$ cat src/rtl/mac_job_scheduler_pkg.sv
// mac_job_scheduler_pkg
//   Shared types and defaults for the MAC job scheduler.
//   state_e : scheduler FSM states (IDLE, STREAM)
//   res_t   : returned result record (tag, sum, isInf, overflow)
package mac_job_scheduler_pkg;

  localparam int LEN_W_DEF = 16;
  localparam int TAG_W_DEF = 8;
  localparam int DATA_W    = 32;

  typedef enum logic {
    IDLE   = 1'b0,
    STREAM = 1'b1
  } state_e;

  typedef struct packed {
    logic [TAG_W_DEF-1:0] tag;
    logic [DATA_W-1:0]    sum;
    logic                 is_inf;
    logic                 overflow;
  } res_t;

endpackage

$ cat src/rtl/mac_job_scheduler_if.sv
// mac_job_scheduler_if
//   Bundles every non-clock signal of the scheduler.
//   job_*  : job descriptor handshake (length-1, tag)
//   op_*   : operand pair handshake
//   flush  : single-cycle abort
//   mac_*  : issue side to the MAC and its return path
//   res_*  : result stream (no backpressure)
//   busy / err_timeout : status
//   slave  = scheduler side, master = AFU/MAC side.
interface mac_job_scheduler_if
  import mac_job_scheduler_pkg::*;
#(
  parameter int LEN_W = LEN_W_DEF,
  parameter int TAG_W = TAG_W_DEF
);
  logic              job_valid;
  logic              job_ready;
  logic [LEN_W-1:0]  job_len;
  logic [TAG_W-1:0]  job_tag;
  logic              op_valid;
  logic              op_ready;
  logic [DATA_W-1:0] op_a;
  logic [DATA_W-1:0] op_b;
  logic              flush;
  logic [DATA_W-1:0] mac_unum1;
  logic [DATA_W-1:0] mac_unum2;
  logic              mac_valid;
  logic              mac_finish;
  logic              mac_rst;
  logic [DATA_W-1:0] mac_sum;
  logic              mac_isInf;
  logic              mac_overflow;
  logic              mac_finish_out;
  logic              res_valid;
  logic [TAG_W-1:0]  res_tag;
  logic [DATA_W-1:0] res_sum;
  logic              res_isInf;
  logic              res_overflow;
  logic              busy;
  logic              err_timeout;

  modport slave (
    input  job_valid, job_len, job_tag, op_valid, op_a, op_b, flush,
           mac_sum, mac_isInf, mac_overflow, mac_finish_out,
    output job_ready, op_ready, mac_unum1, mac_unum2, mac_valid, mac_finish,
           mac_rst, res_valid, res_tag, res_sum, res_isInf, res_overflow,
           busy, err_timeout
  );

  modport master (
    output job_valid, job_len, job_tag, op_valid, op_a, op_b, flush,
           mac_sum, mac_isInf, mac_overflow, mac_finish_out,
    input  job_ready, op_ready, mac_unum1, mac_unum2, mac_valid, mac_finish,
           mac_rst, res_valid, res_tag, res_sum, res_isInf, res_overflow,
           busy, err_timeout
  );
endinterface

$ cat src/rtl/mac_job_scheduler_tag_fifo.sv
// mac_job_scheduler_tag_fifo
//   Two-entry tag FIFO tracking jobs issued to the MAC in issue order.
//   clk, rst_n      : clock, async active-low reset
//   clr             : synchronous clear (pointers and count)
//   push, push_data : enqueue a tag
//   pop, pop_data   : dequeue; pop_data is the current head
//   empty, full     : occupancy flags
//   A push while full is accepted only when a pop frees the slot in the same cycle.
module mac_job_scheduler_tag_fifo #(
  parameter int W = 8
) (
  input  logic         clk,
  input  logic         rst_n,
  input  logic         clr,
  input  logic         push,
  input  logic [W-1:0] push_data,
  input  logic         pop,
  output logic [W-1:0] pop_data,
  output logic         empty,
  output logic         full
);
  logic [W-1:0] mem_q [2];
  logic [W-1:0] mem_d [2];
  logic         rd_ptr_q, rd_ptr_d;
  logic         wr_ptr_q, wr_ptr_d;
  logic [1:0]   cnt_q, cnt_d;
  logic         do_push, do_pop;

  assign empty    = (cnt_q == 2'd0);
  assign full     = (cnt_q == 2'd2);
  assign pop_data = mem_q[rd_ptr_q];
  assign do_pop   = pop && !empty;
  assign do_push  = push && (!full || do_pop);

  always_comb begin
    mem_d    = mem_q;
    rd_ptr_d = rd_ptr_q;
    wr_ptr_d = wr_ptr_q;
    cnt_d    = cnt_q;
    if (clr) begin
      rd_ptr_d = 1'b0;
      wr_ptr_d = 1'b0;
      cnt_d    = 2'd0;
    end else begin
      if (do_push) begin
        mem_d[wr_ptr_q] = push_data;
        wr_ptr_d        = ~wr_ptr_q;
      end
      if (do_pop) rd_ptr_d = ~rd_ptr_q;
      case ({do_push, do_pop})
        2'b10:   cnt_d = cnt_q + 2'd1;
        2'b01:   cnt_d = cnt_q - 2'd1;
        default: cnt_d = cnt_q;
      endcase
    end
  end

  always_ff @(posedge clk or negedge rst_n) begin
    if (!rst_n) begin
      rd_ptr_q <= 1'b0;
      wr_ptr_q <= 1'b0;
      cnt_q    <= 2'd0;
    end else begin
      rd_ptr_q <= rd_ptr_d;
      wr_ptr_q <= wr_ptr_d;
      cnt_q    <= cnt_d;
    end
  end

  // storage is qualified by cnt_q, so it needs no reset
  always_ff @(posedge clk) begin
    mem_q <= mem_d;
  end
endmodule

$ cat src/rtl/mac_job_scheduler.sv
// mac_job_scheduler
//   Streams dot-product jobs onto one multiply_accumulator, keeping at most
//   MAX_OUT jobs in flight, and returns each finished sum with its tag.
//   clk, rst_n : clock, async active-low reset
//   bus        : job/op handshakes, flush, MAC issue/return, result, status
module mac_job_scheduler
  import mac_job_scheduler_pkg::*;
#(
  parameter int LEN_W   = LEN_W_DEF,
  parameter int TAG_W   = TAG_W_DEF,
  parameter int MAX_OUT = 2,
  parameter int TIMEOUT = 4096
) (
  input logic                 clk,
  input logic                 rst_n,
  mac_job_scheduler_if.slave  bus
);
  localparam int              OUT_W  = $clog2(MAX_OUT + 1);
  localparam int              WD_W   = $clog2(TIMEOUT + 1);
  localparam logic [WD_W-1:0] WD_MAX = WD_W'(TIMEOUT);

  state_e            state_q, state_d;
  logic [LEN_W-1:0]  len_cnt_q, len_cnt_d;
  logic [TAG_W-1:0]  cur_tag_q, cur_tag_d;
  logic [OUT_W-1:0]  out_q, out_d;
  logic [WD_W-1:0]   wdog_q, wdog_d;
  logic              err_q, err_d;

  logic              job_ready_w, op_ready_w;
  logic              job_xfer, op_xfer, last_beat, pop_ok;
  logic [TAG_W-1:0]  fifo_head;
  logic              fifo_empty, fifo_full;
  res_t              res_w;

  logic [DATA_W-1:0] a_p1, b_p1;
  logic              vld_p1, fin_p1, mac_rst_p1;
  res_t              res_p1;
  logic              res_vld_p1;

  assign op_ready_w = (state_q == STREAM) && !bus.flush;
  assign op_xfer    = bus.op_valid && op_ready_w;
  assign last_beat  = op_xfer && (len_cnt_q == '0);
  assign job_xfer   = bus.job_valid && job_ready_w;
  // a return with nothing outstanding is dropped; a flush discards any return
  assign pop_ok     = bus.mac_finish_out && !fifo_empty && !bus.flush;

  // In STREAM a new job is only taken on the last beat, so the next job's
  // first operand can follow with no bubble.
  always_comb begin
    job_ready_w = 1'b0;
    if (!bus.flush) begin
      if (state_q == IDLE) job_ready_w = (int'(out_q) < MAX_OUT);
      else                 job_ready_w = last_beat && ((int'(out_q) + 1) < MAX_OUT);
    end
  end

  always_comb begin
    state_d   = state_q;
    len_cnt_d = len_cnt_q;
    cur_tag_d = cur_tag_q;
    if (bus.flush) begin
      state_d = IDLE;
    end else begin
      case (state_q)
        IDLE: begin
          if (job_xfer) begin
            state_d   = STREAM;
            len_cnt_d = bus.job_len;
            cur_tag_d = bus.job_tag;
          end
        end
        STREAM: begin
          if (op_xfer) len_cnt_d = len_cnt_q - LEN_W'(1);
          if (last_beat) begin
            if (job_xfer) begin
              len_cnt_d = bus.job_len;
              cur_tag_d = bus.job_tag;
            end else begin
              state_d = IDLE;
            end
          end
        end
        default: state_d = IDLE;
      endcase
    end
  end

  // outstanding count and watchdog
  always_comb begin
    out_d  = out_q;
    wdog_d = wdog_q;
    err_d  = err_q;
    if (bus.flush) begin
      out_d  = '0;
      wdog_d = '0;
      err_d  = 1'b0;
    end else begin
      case ({last_beat, pop_ok})
        2'b10:   out_d = out_q + OUT_W'(1);
        2'b01:   out_d = out_q - OUT_W'(1);
        default: out_d = out_q;
      endcase
      if (pop_ok || (last_beat && out_q == '0)) wdog_d = '0;
      else if (out_q != '0 && wdog_q != WD_MAX) wdog_d = wdog_q + WD_W'(1);
      err_d = err_q || (wdog_d == WD_MAX);
    end
  end

  always_comb begin
    res_w          = res_p1;
    res_w.tag      = TAG_W_DEF'(fifo_head);
    res_w.sum      = bus.mac_sum;
    res_w.is_inf   = bus.mac_isInf;
    res_w.overflow = bus.mac_overflow;
  end

  mac_job_scheduler_tag_fifo #(.W(TAG_W)) u_tag_fifo (
    .clk       (clk),
    .rst_n     (rst_n),
    .clr       (bus.flush),
    .push      (last_beat),
    .push_data (cur_tag_q),
    .pop       (pop_ok),
    .pop_data  (fifo_head),
    .empty     (fifo_empty),
    .full      (fifo_full)
  );

  always_ff @(posedge clk or negedge rst_n) begin
    if (!rst_n) begin
      state_q   <= IDLE;
      len_cnt_q <= '0;
      cur_tag_q <= '0;
      out_q     <= '0;
      wdog_q    <= '0;
      err_q     <= 1'b0;
    end else begin
      state_q   <= state_d;
      len_cnt_q <= len_cnt_d;
      cur_tag_q <= cur_tag_d;
      out_q     <= out_d;
      wdog_q    <= wdog_d;
      err_q     <= err_d;
    end
  end

  // ---- stage p1: MAC issue and result return registers ----
  always_ff @(posedge clk or negedge rst_n) begin
    if (!rst_n) begin
      a_p1       <= '0;
      b_p1       <= '0;
      vld_p1     <= 1'b0;
      fin_p1     <= 1'b0;
      mac_rst_p1 <= 1'b0;
      res_p1     <= '0;
      res_vld_p1 <= 1'b0;
    end else begin
      vld_p1     <= op_xfer;
      fin_p1     <= last_beat;
      mac_rst_p1 <= bus.flush;
      res_vld_p1 <= pop_ok;
      if (op_xfer) begin
        a_p1 <= bus.op_a;
        b_p1 <= bus.op_b;
      end
      if (pop_ok) res_p1 <= res_w;
    end
  end

  assign bus.job_ready    = job_ready_w;
  assign bus.op_ready     = op_ready_w;
  assign bus.mac_unum1    = a_p1;
  assign bus.mac_unum2    = b_p1;
  assign bus.mac_valid    = vld_p1;
  assign bus.mac_finish   = fin_p1;
  assign bus.mac_rst      = mac_rst_p1;
  assign bus.res_valid    = res_vld_p1;
  assign bus.res_tag      = TAG_W'(res_p1.tag);
  assign bus.res_sum      = res_p1.sum;
  assign bus.res_isInf    = res_p1.is_inf;
  assign bus.res_overflow = res_p1.overflow;
  assign bus.busy         = (state_q != IDLE) || (out_q != '0);
  assign bus.err_timeout  = err_q;

  logic unused_ok;
  assign unused_ok = fifo_full;
endmodule

$ cat src/flat_wrapper.sv
// flat-port wrapper written by rule: the top's interface ports become plain ports
module mac_job_scheduler_flat import mac_job_scheduler_pkg::*;
#(
  parameter int LEN_W   = LEN_W_DEF,
  parameter int TAG_W   = TAG_W_DEF,
  parameter int MAX_OUT = 2,
  parameter int TIMEOUT = 4096
)
  (clk, rst_n, bus_job_valid, bus_job_len, bus_job_tag, bus_op_valid, bus_op_a, bus_op_b, bus_flush, bus_mac_sum, bus_mac_isInf, bus_mac_overflow, bus_mac_finish_out, bus_job_ready, bus_op_ready, bus_mac_unum1, bus_mac_unum2, bus_mac_valid, bus_mac_finish, bus_mac_rst, bus_res_valid, bus_res_tag, bus_res_sum, bus_res_isInf, bus_res_overflow, bus_busy, bus_err_timeout);
  mac_job_scheduler_if #(.LEN_W(LEN_W), .TAG_W(TAG_W)) bus_i ();
  input logic clk;
  input logic rst_n;
  input wire logic [$bits(bus_i.job_valid)-1:0] bus_job_valid;
  input wire logic [$bits(bus_i.job_len)-1:0] bus_job_len;
  input wire logic [$bits(bus_i.job_tag)-1:0] bus_job_tag;
  input wire logic [$bits(bus_i.op_valid)-1:0] bus_op_valid;
  input wire logic [$bits(bus_i.op_a)-1:0] bus_op_a;
  input wire logic [$bits(bus_i.op_b)-1:0] bus_op_b;
  input wire logic [$bits(bus_i.flush)-1:0] bus_flush;
  input wire logic [$bits(bus_i.mac_sum)-1:0] bus_mac_sum;
  input wire logic [$bits(bus_i.mac_isInf)-1:0] bus_mac_isInf;
  input wire logic [$bits(bus_i.mac_overflow)-1:0] bus_mac_overflow;
  input wire logic [$bits(bus_i.mac_finish_out)-1:0] bus_mac_finish_out;
  output wire logic [$bits(bus_i.job_ready)-1:0] bus_job_ready;
  output wire logic [$bits(bus_i.op_ready)-1:0] bus_op_ready;
  output wire logic [$bits(bus_i.mac_unum1)-1:0] bus_mac_unum1;
  output wire logic [$bits(bus_i.mac_unum2)-1:0] bus_mac_unum2;
  output wire logic [$bits(bus_i.mac_valid)-1:0] bus_mac_valid;
  output wire logic [$bits(bus_i.mac_finish)-1:0] bus_mac_finish;
  output wire logic [$bits(bus_i.mac_rst)-1:0] bus_mac_rst;
  output wire logic [$bits(bus_i.res_valid)-1:0] bus_res_valid;
  output wire logic [$bits(bus_i.res_tag)-1:0] bus_res_tag;
  output wire logic [$bits(bus_i.res_sum)-1:0] bus_res_sum;
  output wire logic [$bits(bus_i.res_isInf)-1:0] bus_res_isInf;
  output wire logic [$bits(bus_i.res_overflow)-1:0] bus_res_overflow;
  output wire logic [$bits(bus_i.busy)-1:0] bus_busy;
  output wire logic [$bits(bus_i.err_timeout)-1:0] bus_err_timeout;
  assign bus_i.job_valid = bus_job_valid;
  assign bus_i.job_len = bus_job_len;
  assign bus_i.job_tag = bus_job_tag;
  assign bus_i.op_valid = bus_op_valid;
  assign bus_i.op_a = bus_op_a;
  assign bus_i.op_b = bus_op_b;
  assign bus_i.flush = bus_flush;
  assign bus_i.mac_sum = bus_mac_sum;
  assign bus_i.mac_isInf = bus_mac_isInf;
  assign bus_i.mac_overflow = bus_mac_overflow;
  assign bus_i.mac_finish_out = bus_mac_finish_out;
  assign bus_job_ready = bus_i.job_ready;
  assign bus_op_ready = bus_i.op_ready;
  assign bus_mac_unum1 = bus_i.mac_unum1;
  assign bus_mac_unum2 = bus_i.mac_unum2;
  assign bus_mac_valid = bus_i.mac_valid;
  assign bus_mac_finish = bus_i.mac_finish;
  assign bus_mac_rst = bus_i.mac_rst;
  assign bus_res_valid = bus_i.res_valid;
  assign bus_res_tag = bus_i.res_tag;
  assign bus_res_sum = bus_i.res_sum;
  assign bus_res_isInf = bus_i.res_isInf;
  assign bus_res_overflow = bus_i.res_overflow;
  assign bus_busy = bus_i.busy;
  assign bus_err_timeout = bus_i.err_timeout;
  mac_job_scheduler #(.LEN_W(LEN_W), .TAG_W(TAG_W), .MAX_OUT(MAX_OUT), .TIMEOUT(TIMEOUT)) u_core (.clk(clk), .rst_n(rst_n), .bus(bus_i));
endmodule
$ cat config.mk
export PLATFORM = sky130hd
export DESIGN_NAME = mac_job_scheduler_flat
export DESIGN_NICKNAME = d
export VERILOG_FILES = /design/src/rtl/mac_job_scheduler_pkg.sv /design/src/rtl/mac_job_scheduler_if.sv /design/src/rtl/mac_job_scheduler_tag_fifo.sv /design/src/rtl/mac_job_scheduler.sv /design/src/flat_wrapper.sv
export SDC_FILE = /design/constraint.sdc
export NUM_CORES = 1
export LEC_CHECK = 0
export ABC_CLOCK_PERIOD_IN_PS = 3350
export BUFFER_PORTS_ARGS = -buffer_cell sky130_fd_sc_hd__buf_2
export CAP_MARGIN = 20
export CORE_MARGIN = 10
export CORE_UTILIZATION = 45
export CTS_CLUSTER_DIAMETER = 50
export DETAILED_ROUTE_END_ITERATION = 7
export PLACE_DENSITY = 0.72
export SKIP_LAST_GASP = 1
export SYNTH_ARGS = -nofsm -noshare
export SYNTH_HDL_FRONTEND = slang
export SYNTH_SLANG_ARGS = --single-unit
$ cat constraint.sdc
create_clock -name clk -period 3.35 [get_ports clk]
set_clock_uncertainty 0.05 [all_clocks]
set_input_delay 0.5025 -clock clk [delete_from_list [all_inputs] [get_ports clk]]
set_output_delay 0.5025 -clock clk [all_outputs]
set_load 0.02 [all_outputs]
Word level (Yosys, flattened, before mapping)
Cells that the tools add are included.
{"block": "totals", "word_cells": 111, "input_bits": 128, "register_bits": 171, "output_inout_bits": 114}
{"block": "classes", "muxes": 33, "reduce_logical": 30, "n_eq_ne": 9, "n_addsub": 7, "bitwise_logic": 6, "order_cmp": 5}
{"operator": "$mux W16", "n": 4}
{"operator": "$mux W13", "n": 4}
{"operator": "$mux W8", "n": 6}
{"operator": "$lt A32 B3 Y1 const B", "n": 1}
{"operator": "$pmux W16 S2", "n": 1}
{"operator": "$bwmux W16", "n": 1}
{"operator": "$logic_not A16 Y1", "n": 1}
{"operator": "$pmux W8 S2", "n": 1}
{"operator": "$sub A16 B1 Y16 const B", "n": 1}
{"operator": "$add A13 B1 Y13 const B", "n": 1}
{"operator": "$eq A13 B13 Y1 const B", "n": 1}
{"operator": "$ne A13 B13 Y1 const B", "n": 1}
{"operator": "$logic_and A1 B1 Y1", "n": 12}
{"operator": "$mux W1", "n": 10}
{"operator": "$demux W8 S1", "n": 1}
{"operator": "$pmux W2 S2", "n": 2}
{"operator": "$eq A2 B2 Y1 const B", "n": 3}
{"operator": "$reduce_and A2 Y1", "n": 3}
{"operator": "$reduce_bool A2 Y1", "n": 3}
{"operator": "$reduce_bool A3 Y1", "n": 2}
{"operator": "$add A2 B1 Y2 const B", "n": 2}
{"operator": "$eq A2 B1 Y1 const B", "n": 2}
{"operator": "$ge A2 B2 Y1 const B", "n": 2}
{"operator": "$logic_not A2 Y1", "n": 2}
{"operator": "other kinds (12)", "n": 23}

Logic depth before layout (Yosys ltp)
{"block": "logic_depth", "depth_word": 12, "depth_mapped": 8, "mapped_depth_nobuf": 7}

Cells and area by module
Synthesis repeated with hierarchy kept, for this count alone.
{"block": "hier_totals", "cells_unflattened": 684, "hier_area_um2": 7344.5}
{"module": "mac_job_scheduler", "area_per_inst_um2": 6502.5, "cells_per_inst": 634, "instances": 1, "seq_area_each_um2": 3778.6}
{"module": "mac_job_scheduler_tag_fifo", "area_per_inst_um2": 842.1, "cells_per_inst": 50, "instances": 1, "seq_area_each_um2": 580.6}

Least setup slack after synthesis
Ideal clock, no wire load.
{"block": "synth_timing", "path_type": "register -> register", "startpoint": "register u_core.len_cnt_q[0]", "endpoint": "register u_core.u_tag_fifo.mem_q[0] in the netlist's numbering, enable pin", "setup_time_ns": 0.371, "required_time_ns": 2.929, "synth_period_minus_slack_ns": 2.223, "setup_slack_ns": 1.127, "n_path_buf": 0, "t_arrival_ns": 1.802, "stages_incl_launch_ff": 7, "cell_sequence": "dfrtp_1 -> inv_1 -> ha_1 -> nor2b_1 -> nand4_1 -> or3_1 -> nor2_1"}
{"block": "synth_via", "elab_chain_len": 4}
{"element": "start: declaration", "line": "mac_job_scheduler.sv:23", "rtl": "logic [LEN_W-1:0] len_cnt_q, len_cnt_d;"}
{"element": "start signal: assignment", "line": "mac_job_scheduler.sv:139", "rtl": "len_cnt_q <= len_cnt_d;"}
{"element": "$logic_not A16 Y1", "line": "mac_job_scheduler.sv:42", "rtl": "assign last_beat = op_xfer && (len_cnt_q == '0);"}
{"element": "$logic_and A1 B1 Y1", "line": "mac_job_scheduler.sv:42"}
{"element": "$logic_and A1 B1 Y1", "line": "mac_job_scheduler_tag_fifo.sv:33", "rtl": "assign do_push = push && (!full || do_pop);"}
{"element": "$reduce_and A2 Y1 (no line)"}
{"element": "end signal: assignment", "line": "mac_job_scheduler_tag_fifo.sv:72", "rtl": "mem_q <= mem_d;"}
{"element": "end: declaration", "line": "mac_job_scheduler_tag_fifo.sv:22", "rtl": "logic [W-1:0] mem_q [2];"}
Every way passes these cells.
A chain may end at the register's enable or synchronous reset.

Worst setup path in the final report
{"block": "layout_timing", "startpoint": "register u_core.len_cnt_q[2]", "endpoint": "output port bus_job_ready"}
{"block": "layout_via", "elab_chain_len": 5}
{"element": "$logic_not A16 Y1", "line": "mac_job_scheduler.sv:42"}
{"element": "$logic_and A1 B1 Y1", "line": "mac_job_scheduler.sv:42"}
{"element": "$logic_and A1 B1 Y1", "line": "mac_job_scheduler.sv:53", "rtl": "else job_ready_w = last_beat && ((int'(out_q) + 1) < MAX_OUT);"}
{"element": "$mux W1", "line": "mac_job_scheduler.sv:52", "rtl": "if (state_q == IDLE) job_ready_w = (int'(out_q) < MAX_OUT);"}
{"element": "$mux W1", "line": "mac_job_scheduler.sv:51", "rtl": "if (!bus.flush) begin"}
{"element": "end: declaration", "line": "flat_wrapper.sv:24", "rtl": "output wire logic [$bits(bus_i.job_ready)-1:0] bus_job_ready;"}
Every way passes these cells.

==> key figures <==
Outcome
  • Status: finished clean

Critical path
  • Critical Path Max Stage Delay: 0.45 ns
  • Crit-path max FO: 14
  • R2R setup slack: 0.79 ns
  • CP required: 2.80 ns
  • R2R depth: 6
  • Crit path arrival time: 2.24 ns
  • CP cell instances: nor3_1 > nand3_2 > buf_4 > o31ai_4 > and2_1 > buf_2
  • Startpoint types: flop
  • Crit end category: output pin
  • Reg2reg start: u_core.len_cnt_q[0]$_DFFE_PN0P_
  • FF-to-FF End: u_core.u_tag_fifo.mem_q[12]$_DFFE_PP_
  • Crit path kind: flop to output pin
  • Slowest CP cell: dfrtp_1

CTS
  • Resized cells post-CTS: 0
  • CTS Root Cell: clkbuf_16
  • Clk pin slew, worst setup/hold paths: 0.07 ns
  • Later-pin clock latency in the skew report: 0.43 ns
  • Hold-fix buffers, CTS: 0
  • CTS tree: built
  • CTS Buffer Depth: 2
  • CTS Buf Count: 17
  • Setup bufs post-CTS: 0
  • H-tree levels: 4
  • Clk sink count: 171

Power
  • Combinational fraction of design power: 18.6%
  • Max VDD drop: 0.427 mV
  • Int Power: 3.78 mW
  • Power Dens Cells: 584 nW/um2
  • Sw Ratio: 30.9%
  • Clock group share of total power: 34.4%
  • Sw Pwr: 1.69 mW
  • Leak: 4.90 nW
  • Flop pwr share: 47.0%

Drt
  • DRC errors left: 0
  • DR WL/cell: 16.6 um
  • Routed vias/inst: 4.98
  • DR vias: 5785
  • Starting DRT DRC Count: 386
  • Final ANT Viol Nets: 0
  • Drt total wl: 19300 um
  • DR pass1 iterations: 5

Finish
  • Area of the multi-input gates: 2840 um2
  • Area grow syn2layout: 26.3%
  • Non-Filler Instances: 1162
  • Register area: 4360 um2
  • Nets: 1063
  • Fill cell count: 1369
  • Share of cells above drive strength 1: 35.9%

Die
  • Die Y: 148 um
  • CORE AREA: 16100 um2
  • Die ar.: 22000 um2
  • Die width: 148 um
  • Rows: 46
  • I/O Pins: 242
  • Starting density of the core: 46.3%

Synth
  • Sequential share of the synthesized area: 58.7%
  • Mapped Nets: 831
  • Count leader, synth: nand2_1
  • Post-synth top area cell: dfrtp_1
  • Yosys top cell area share: 52.2%
  • Post-Syn Area: 7430 um2
  • Post-Syn Area per Cell: 10.6 um2
  • Syn Inst Count: 699
  • Post-synthesis mux area share: 8.52%
  • Top_reg_cell synth: dfrtp_1
  • Main combinational cell family by area after synthesis: simple AND/OR/NAND/NOR gates
  • Post-synth cell types: 59
  • Commonest cells post-synth: nand2_1 (206), dfrtp_1 (155), nor2_1 (41)
  • XOR/XNOR Fraction of Synth Area: 2.24%
  • Simple-Gate Fraction of Synth Area: 19.6%
  • Synth Area in Adders: 0.674%
  • Top cells by area, synth: dfrtp_1 (52%), nand2_1 (10%), edfxtp_1 (6.5%)
  • Yosys reg bits: 171
  • Asr flop ratio synth: 90.6%
  • EDFF count, synth: 16
  • YS warnings: 0
  • Synth Area in Compound Gates: 7.18%

Global route
  • Initial antenna violation count: 2
  • Grt total ovfl: 0
  • Number of global-route vias before repair: 6070
  • Largest net degree at the start of global routing: 77
  • Global-route wire length before repair: 31400 um
  • Overall global routing resource usage: 17.7%

Placed design
  • Post-place setup slack: 0.696 ns
  • Routability cong.: 0.861
  • Detailed Place HPWL: 14100 um
  • Number of buffer cells added on primary ports: 241
  • Placed cells: 1128

STA
  • RSZ-0062 raised after global routing: no
  • Count of final setup violators: 0
  • Worst Tran Pin Value: 0.743 ns
  • Final Max Slew Viols: 0
  • Post-route worst setup slack: 0.554 ns
  • Final Hold Vio Count: 0
  • Peak Freq: 358 MHz
  • Min cycle time layout: 2.80 ns
  • Final Cycle Share: 83.5%
  • TNS Setup: 0 ns
  • Max-slew headroom: 50.4%

Run
  • Max Cap Viol: 0

Min path
  • Hold crit path type: input port to asynchronous set/reset pin
## final cells by class
type | instances | area share [%]
clock buffer | 18 | 4.57
multi-input combinational | 475 | 30.3
timing repair buffer | 250 | 13.6
clock inverter | 14 | 1.43
sequential | 171 | 46.5
tap | 216 | 2.88
inverter | 16 | 0.640
antenna | 2 | 0.0533
## registers in the layout, summed over array words and instances, names as in the netlist
signal	cells
u_core.bus.mac_unum1	32
u_core.bus.mac_valid	1
u_core.cur_tag_q	8
u_core.bus.err_timeout	1
u_core.len_cnt_q	16
u_core.u_tag_fifo.rd_ptr_q	1
u_core.bus.res_isInf	1
u_core.u_tag_fifo.mem_q	16
u_core.u_tag_fifo.cnt_q	2
u_core.state_q	1
u_core.bus.res_tag	8
u_core.wdog_q	13
u_core.out_q	2
u_core.bus.mac_unum2	32
u_core.bus.mac_rst	1
u_core.bus.res_valid	1
u_core.u_tag_fifo.wr_ptr_q	1
u_core.bus.res_sum	32
u_core.bus.res_overflow	1
u_core.bus.mac_finish	1
## power by group through the flow
| stage | clock network [mW] | registers [mW] | logic (mW) |
|---|---|---|---|
| detailed placement | 0 | 2.60 | 1.05 |
| finish | 1.88 | 2.57 | 1.02 |
| global placement | 0 | 2.59 | 1.03 |
| CTS | 1.93 | 2.57 | 1.04 |
| global route | 2.03 | 2.61 | 1.14 |
| floorplan | 0 | 2.83 | 0.345 |
## layer usage
layer | up-vias | global-route usage, % | routed length (um)
li1 | 2823 | - | -
met1 | 2733 | 19.9 | 7600
met2 | 199 | 28.6 | 9390
met3 | 30 | 7.98 | 1810
met4 | 0 | 7.04 | 461
met5 | - | 0 | 0
## kinds of logic (layout without fill, tap and decap cells)
kind of cell,Yosys count,after routing
and+or+nand+nor,322,322
DFF,171,171
AOI/OAI and AO/OA,75,75
muxes,55,55
buffers and inverters,53,298
xor gates and xnor gates,19,19
adders and majority gates,4,4
other,0,2
## layout by cell type (no fill, tap or decap), types with 8 or more instances in the layout
cell	count
a21oi_1	17
a22oi_1	8
buf_2	240
buf_4	9
clkbuf_16	17
dfrtp_1	155
edfxtp_1	16
inv_1	15
mux2_2	34
mux2_4	8
mux2i_1	13
nand2_1	206
nand3_1	10
nand4_1	9
nor2_1	40
nor3_1	12
o21ai_0	15
xnor2_1	9
xor2_1	10
## critical path, delay by kind of cell (launching register included)
kind,cells,cell delay (ns)
AND/OR/NAND/NOR,3,0.71
buffers and inverters,2,0.38
flip-flops,1,0.45
AO/OA/AOI/OAI,1,0.28
## stage by stage
stage	util [%]	cell area (um2)	hold slack, ns	total power [mW]
after floorplan	-	7430	0.157	3.18
after detailed placement	54.9	8810	0.406	3.64
after global routing	58.4	9380	0.0932	5.78
after CTS	58.4	9380	0.0625	5.55
after global placement	54.9	8810	0.403	3.62
final	58.4	9380	0.0409	5.47
## worst max path at each step
stage               depth (start not counted)                             from  slack, ns                                    end
floorplan                                   6  u_core.len_cnt_q[0]$_DFFE_PN0P_       1.13   u_core.u_tag_fifo.mem_q[0]$_DFFE_PP_
CTS                                         7         u_core.state_q$_DFF_PN0_       0.55                          bus_job_ready
detailed placement                          6                        bus_flush       0.70  u_core.u_tag_fifo.mem_q[10]$_DFFE_PP_
global route                                7         u_core.state_q$_DFF_PN0_       0.44                          bus_job_ready
finish                                      6  u_core.len_cnt_q[2]$_DFFE_PN0P_       0.55                          bus_job_ready
global placement                            6                        bus_flush       0.75   u_core.u_tag_fifo.mem_q[1]$_DFFE_PP_
Power figures use the tool's default switching activity.
